--- config.mk ---
export PLATFORM = sky130hd
export DESIGN_NAME = load_unit
export DESIGN_NICKNAME = d
export VERILOG_FILES = /design/src/rtl/load_unit.sv
export SDC_FILE = /design/constraint.sdc
export NUM_CORES = 1
export LEC_CHECK = 0
export CAP_MARGIN = 25
export CORE_UTILIZATION = 40
export DETAILED_ROUTE_END_ITERATION = 12
export PLACE_DENSITY_LB_ADDON = 0.3
export SYNTH_ARGS = -nofsm -noshare
export SYNTH_HDL_FRONTEND = slang
export SYNTH_SLANG_ARGS = --single-unit
--- constraint.sdc ---
create_clock -name clk -period 2.4 [get_ports clk]
set_clock_uncertainty 0.05 [all_clocks]
set_input_delay 0.48 -clock clk [delete_from_list [all_inputs] [get_ports clk]]
set_output_delay 0.48 -clock clk [all_outputs]
set_load 0.05 [all_outputs]
--- src/rtl/load_unit.sv ---
`default_nettype none
// ============================================================================
//  Module      : load_unit
//  Description : Multi-cycle handshaked load unit. Accepts one load from EX,
//                issues aligned reads on a grant/rvalid port, splits
//                boundary-crossing loads into two reads, then extracts and
//                sign/zero-extends the addressed bytes for register write-back.
//  Revision    : 1.0 - initial release
// ============================================================================
module load_unit #(
    parameter int XLEN        = 32,
    parameter bit MISALIGN_EN = 1'b1
) (
    input  logic            clk,
    input  logic            rst,
    input  logic            ld_valid_i,
    output logic            ld_ready_o,
    input  logic [XLEN-1:0] ld_addr_i,
    input  logic [1:0]      ld_size_i,
    input  logic            ld_sign_ext_i,
    input  logic [4:0]      ld_rd_i,
    input  logic            flush_i,
    output logic            mem_req_o,
    output logic [XLEN-1:0] mem_addr_o,
    input  logic            mem_gnt_i,
    input  logic            mem_rvalid_i,
    input  logic [XLEN-1:0] mem_rdata_i,
    output logic            wb_valid_o,
    output logic [4:0]      wb_rd_o,
    output logic [XLEN-1:0] wb_data_o,
    output logic            wb_misalign_o
);

    localparam int              NB           = XLEN / 8;
    localparam int              OW           = $clog2(NB);
    localparam logic [XLEN-1:0] C_ALIGN_MASK = ~XLEN'(NB - 1);
    localparam logic [XLEN-1:0] C_WORD_BYTES = XLEN'(NB);

    localparam logic [2:0] S_IDLE  = 3'd0;
    localparam logic [2:0] S_REQ0  = 3'd1;
    localparam logic [2:0] S_WAIT0 = 3'd2;
    localparam logic [2:0] S_REQ1  = 3'd3;
    localparam logic [2:0] S_WAIT1 = 3'd4;
    localparam logic [2:0] S_RESP  = 3'd5;
    localparam logic [2:0] S_FAULT = 3'd6;
    localparam logic [2:0] S_DRAIN = 3'd7;

    logic [2:0]      state_q, state_d;
    logic [OW-1:0]   off_q, off_d;
    logic [1:0]      size_q, size_d;
    logic            sign_q, sign_d;
    logic [4:0]      rd_q, rd_d;
    logic            split_q, split_d;
    logic [XLEN-1:0] lo_q, lo_d;
    logic [XLEN-1:0] mem_addr_q, mem_addr_d;
    logic [XLEN-1:0] wb_data_q, wb_data_d;
    logic [4:0]      wb_rd_q, wb_rd_d;

    logic            w_accept;
    logic [OW-1:0]   w_off;
    logic [3:0]      w_nbytes;
    logic [2:0]      w_mask;
    logic            w_fault;
    logic            w_split;
    logic [XLEN-1:0] w_lo;
    logic [XLEN-1:0] w_hi;
    logic [XLEN-1:0] w_raw;
    logic [XLEN-1:0] w_keep;
    logic            w_msb;
    logic [XLEN-1:0] w_ext;

    // A flush in IDLE blocks acceptance even though ready is high
    assign w_accept = (state_q == S_IDLE) && ld_valid_i && !flush_i;
    assign w_off    = ld_addr_i[OW-1:0];

    // Classify the incoming request: byte count, alignment fault, bus-word split
    always_comb begin
        w_nbytes = 4'd1;
        w_mask   = 3'd0;
        unique case (ld_size_i)
            2'd0:    begin w_nbytes = 4'd1; w_mask = 3'd0; end
            2'd1:    begin w_nbytes = 4'd2; w_mask = 3'd1; end
            2'd2:    begin w_nbytes = 4'd4; w_mask = 3'd3; end
            default: begin w_nbytes = 4'd8; w_mask = 3'd7; end
        endcase
        w_fault = ((ld_size_i == 2'd3) && (XLEN == 32)) ||
                  (!MISALIGN_EN && ((ld_addr_i[2:0] & w_mask) != 3'd0));
        w_split = MISALIGN_EN && ((5'(w_off) + 5'(w_nbytes)) > 5'(NB));
    end

    // State register
    always_ff @(posedge clk) begin
        if (rst) state_q <= S_IDLE;
        else     state_q <= state_d;
    end

    // Next-state logic; flush outranks everything but reset, and a flush that
    // leaves a read in flight parks in DRAIN to swallow its rvalid
    always_comb begin
        state_d = state_q;
        unique case (state_q)
            S_IDLE: begin
                if (w_accept) state_d = w_fault ? S_FAULT : S_REQ0;
            end
            S_REQ0: begin
                if (flush_i)        state_d = mem_gnt_i ? S_DRAIN : S_IDLE;
                else if (mem_gnt_i) state_d = S_WAIT0;
            end
            S_WAIT0: begin
                if (mem_rvalid_i)   state_d = flush_i ? S_IDLE : (split_q ? S_REQ1 : S_RESP);
                else if (flush_i)   state_d = S_DRAIN;
            end
            S_REQ1: begin
                if (flush_i)        state_d = mem_gnt_i ? S_DRAIN : S_IDLE;
                else if (mem_gnt_i) state_d = S_WAIT1;
            end
            S_WAIT1: begin
                if (mem_rvalid_i)   state_d = flush_i ? S_IDLE : S_RESP;
                else if (flush_i)   state_d = S_DRAIN;
            end
            S_RESP:  state_d = S_IDLE;
            S_FAULT: state_d = S_IDLE;
            S_DRAIN: begin
                if (mem_rvalid_i)   state_d = S_IDLE;
            end
            default: state_d = S_IDLE;
        endcase
    end

    // Control outputs decoded straight from the state register
    always_comb begin
        ld_ready_o    = (state_q == S_IDLE);
        mem_req_o     = (state_q == S_REQ0) || (state_q == S_REQ1);
        wb_valid_o    = (state_q == S_RESP) || (state_q == S_FAULT);
        wb_misalign_o = (state_q == S_FAULT);
    end

    // Extract and extend; the final read word is taken straight off the bus
    // so the result can be registered on the same edge it arrives
    always_comb begin
        w_lo   = (state_q == S_WAIT0) ? mem_rdata_i : lo_q;
        w_hi   = (state_q == S_WAIT1) ? mem_rdata_i : '0;
        w_raw  = XLEN'({w_hi, w_lo} >> {off_q, 3'b000});
        w_keep = '1;
        w_msb  = 1'b0;
        unique case (size_q)
            2'd0:    begin w_keep = XLEN'(64'hFF);        w_msb = w_raw[7];      end
            2'd1:    begin w_keep = XLEN'(64'hFFFF);      w_msb = w_raw[15];     end
            2'd2:    begin w_keep = XLEN'(64'hFFFF_FFFF); w_msb = w_raw[31];     end
            default: begin w_keep = '1;                   w_msb = w_raw[XLEN-1]; end
        endcase
        w_ext = (w_raw & w_keep) | ((sign_q && w_msb) ? ~w_keep : '0);
    end

    // Datapath next values: capture on accept, collect read data, load results
    always_comb begin
        off_d      = off_q;
        size_d     = size_q;
        sign_d     = sign_q;
        rd_d       = rd_q;
        split_d    = split_q;
        lo_d       = lo_q;
        mem_addr_d = mem_addr_q;
        wb_data_d  = wb_data_q;
        wb_rd_d    = wb_rd_q;
        if (w_accept) begin
            off_d   = w_off;
            size_d  = ld_size_i;
            sign_d  = ld_sign_ext_i;
            rd_d    = ld_rd_i;
            split_d = w_split;
            if (!w_fault) mem_addr_d = ld_addr_i & C_ALIGN_MASK;
        end
        if ((state_q == S_WAIT0) && mem_rvalid_i) lo_d = mem_rdata_i;
        if ((state_q == S_WAIT0) && (state_d == S_REQ1)) mem_addr_d = mem_addr_q + C_WORD_BYTES;
        if (state_d == S_RESP) begin
            wb_data_d = w_ext;
            wb_rd_d   = rd_q;
        end
        if (state_d == S_FAULT) begin
            wb_data_d = '0;
            wb_rd_d   = ld_rd_i;
        end
    end

    // Datapath registers
    always_ff @(posedge clk) begin
        if (rst) begin
            off_q      <= '0;
            size_q     <= 2'd0;
            sign_q     <= 1'b0;
            rd_q       <= 5'd0;
            split_q    <= 1'b0;
            lo_q       <= '0;
            mem_addr_q <= '0;
            wb_data_q  <= '0;
            wb_rd_q    <= 5'd0;
        end else begin
            off_q      <= off_d;
            size_q     <= size_d;
            sign_q     <= sign_d;
            rd_q       <= rd_d;
            split_q    <= split_d;
            lo_q       <= lo_d;
            mem_addr_q <= mem_addr_d;
            wb_data_q  <= wb_data_d;
            wb_rd_q    <= wb_rd_d;
        end
    end

    assign mem_addr_o = mem_addr_q;
    assign wb_data_o  = wb_data_q;
    assign wb_rd_o    = wb_rd_q;

endmodule
`default_nettype wire
==> reports/metrics.cfg <==
[placed_design]
placed_area_sq_um = 8483
dp_cells = 1149
hpwl_mm = 13.66
io_buffers = 148
pre_cts_ws_ns = -0.5396
gp_congestion = 0.8404

[setup_path]
r2r_cells = 8
crit_arrival_ns = 2.55
crit_chain = clkdlybuf4s50_1, mux2_4, mux4_2, and3_4, buf_4, nor4_4, buf_4, a221oi_1
worst-setup-path-type = input port to register
max_stage_delay_ns = 0.50
path_common_cell = buf_4
path_max_fanout = 6
crit_slowest_cell = mux4_2
cp_data_required_time_ns = 2.64
endpoint_kind = register
cp-start-kind = input port

[floorplanning]
pin_count = 151
core_area_sq_um = 15430
num_rows = 45
die_w_um = 128.5
initial_utilization_pct = 41.51
dieArea_sq_um = 16520
die_y_um = 128.5

[flow_run]
drv_cap = 0

[cells_and_area]
layout.cells.non_filler = 1184
drive_gt1_share_pct = 16.34
syn_to_final_growth_pct = 42.36
register_area_sq_um = 2273
fillers = 1394
fin_nets = 1045
diodes = 0
design_area_sq_um = 9116
multi_input_area_sq_um = 3789
final_util_pct = 59.09

[global_route]
grt_pass1_wl_mm = 30.99
grt_max_degree = 67
grt_overflow = 0
grt_use_total_pct = 23.95
grt_pass1_vias = 6138
antenna_found_initial = 0

[synth]
synth_top_family_by_area = simple AND/OR/NAND/NOR gates
synth.ff_latch_count = 113
synthFlopType = dfxtp_1
synth-async-reset-ratio_pct = 0
yosysSeqAreaShare_pct = 35.33
synth-warning-count = 0
synth_compound_area_share_pct = 20.34
synthAdderAreaFrac_pct = 0.8988
synth-simple-area-share_pct = 21.14
syn-cell-area_sq_um = 6404
ys_types = 58
synth_edf_count = 0
avgSynthCellArea_sq_um = 8.178
muxShareOfSynthArea_pct = 15.46
synth_xor_area_share_pct = 0.2735
synthCells = 783

[sta]
hold_violations = 0
rsz0062_at_grt = true
setup_viol = 0
fin_ws_ns = 0.08264
timing.fmax_mhz = 431.5
tightest_slew_ns = 0.5770
fin_crit_ns = 2.317
maxSlewViolCount = 0
setup_tns_ns = 0
max_slew_margin_pct = 61.39
fin_crit_sh_pct = 96.56

[worst_hold_path]
min_path_cells = 2
min_path_type = register to register

[clock_network]
numCtsBuffers = 17
cts_hold_buf = 0
cts-root-buf = clkbuf_16
htree_levels = 4
cts_tree = done
clk_pin_slew_ns = 0.05
clkLatencyLatePin_ns = 0.42
cts_sinks = 113
cts_buffer_depth = 2

[drt]
dr.pass1.iters = 5
drt_iter0_markers = 382
wl_mm = 19.23
vias_per_cell = 5.500
drc = 0
wl_per_cell_um = 16.24
ant_nets = 0
dr_total_vias = 6512

[power]
peakVddDrop_mv = 0.6363
leakagePower_nw = 3.033
powerDensity_nw_per_um2 = 861.9

[status]
status = finished, final reports clean

[cell usage in the layout, fill, tap and decap left out, types with 17 or more instances in the layout]
cell	count
clkdlybuf4s50_1	140
o21ai_0	20
clkbuf_16	17
nor2_1	41
nand2_1	132
nand3_1	22
dfxtp_1	108
a22oi_1	19
inv_1	23
buf_4	72
mux2i_1	49
a21oi_1	85
[sequential cells by signal (all words and copies together), names as in the netlist, 2 cells and up]
register / cells
lo_q: 32
mem_addr_o: 30
off_q: 2
rd_q: 5
size_q: 2
state_q: 3
wb_data_o: 32
wb_rd_o: 5
[area by class of cell]
cell class,instances,area share (%)
Multi-Input combinational cell,579,41.56
Sequential cell,113,24.94
Timing Repair Buffer,228,23.99
Clock buffer,23,5.243
Tap cell,211,2.896
Inverter,24,0.9882
Clock inverter,6,0.3843
[per-layer routing]
layer	GRT usage [%]	wire length, um
met2	38.73	9003
met3	5.322	1247
met1	31.39	8673
met4	8.443	301
met5	0	0
[worst max-delay path: cells and delay by family]
kind,cells,cell delay (ns)
muxes,2,0.79
buffers and inverters,3,0.77
and+or+nand+nor,2,0.42
AOI/OAI and AO/OA,1,0.08
[what timing repair did]
action / CTS / global route
gates cloned: 1 / 0
resized for setup: 17 / 5
pin swaps: 10 / 3
setup buffers: 5 / 0
endpoints found under the setup margin: 25 / 18
[worst paths after layout]
| check | start | endpoint | slack, ns |
|---|---|---|---|
| setup / recovery | mem_rdata_i[23] | wb_data_o[27] | 0.08 |
| hold / removal | lo_q[24] | lo_q[24] | 0.40 |
| setup reg to reg | state_q[2] | wb_data_o[27] | 0.09 |
| hold reg to reg | lo_q[24] | lo_q[24] | 0.40 |
[power by group]
part           switching (mW)  leakage, nW  internal, mW  total, mW
combinational            1.91         1.86          1.40       3.31
sequential              0.207        0.918          2.13       2.34
clock                   0.838        0.251          1.37       2.21
[kinds of logic (layout without fill, tap and decap cells)]
group,count (synthesis),in the layout
AOI/OAI and AO/OA,204,204
xor gates and xnor gates,2,2
DFF,113,113
and+or+nand+nor,285,285
other,1,2
buffers and inverters,92,281
adders and majority gates,4,4
muxes,82,82
[cells in the mapped netlist (5+ instances only)]
master | instances | area, sq um
a211oi_1 | 11 | 82.58
a21oi_1 | 85 | 425.4
a221oi_1 | 12 | 105.1
a22oi_1 | 19 | 142.6
a311oi_1 | 5 | 43.79
a31oi_1 | 11 | 68.82
and2_1 | 7 | 43.79
and3_1 | 9 | 56.30
buf_1 | 5 | 18.77
buf_2 | 18 | 90.09
buf_6 | 5 | 56.30
clkbuf_1 | 37 | 138.9
dfxtp_1 | 113 | 2262
inv_1 | 23 | 86.33
mux2_1 | 5 | 56.30
mux2_2 | 16 | 180.2
mux2i_1 | 49 | 490.5
mux4_2 | 11 | 247.7
nand2_1 | 132 | 495.5
nand2b_1 | 7 | 43.79
nand3_1 | 22 | 110.1
nand3b_1 | 9 | 67.56
nand4_1 | 13 | 81.33
nor2_1 | 42 | 157.7
nor2b_1 | 5 | 31.28
nor3_1 | 14 | 70.07
o211ai_1 | 8 | 60.06
o21ai_0 | 21 | 105.1
o21ai_1 | 5 | 25.02
o221a_1 | 8 | 90.09
o22ai_1 | 5 | 31.28
or3_1 | 5 | 31.28
[metrics by stage]
step | power (mW) | hold WS (ns)
CTS | 7.866 | 0.4027
detailed placement | 5.547 | 0.3960
finish | 7.857 | 0.4008
global route | 8.226 | 0.4174
global placement | 5.508 | 0.3907
floorplan | 4.393 | 0.3822
Power figures use the tool's default switching activity.
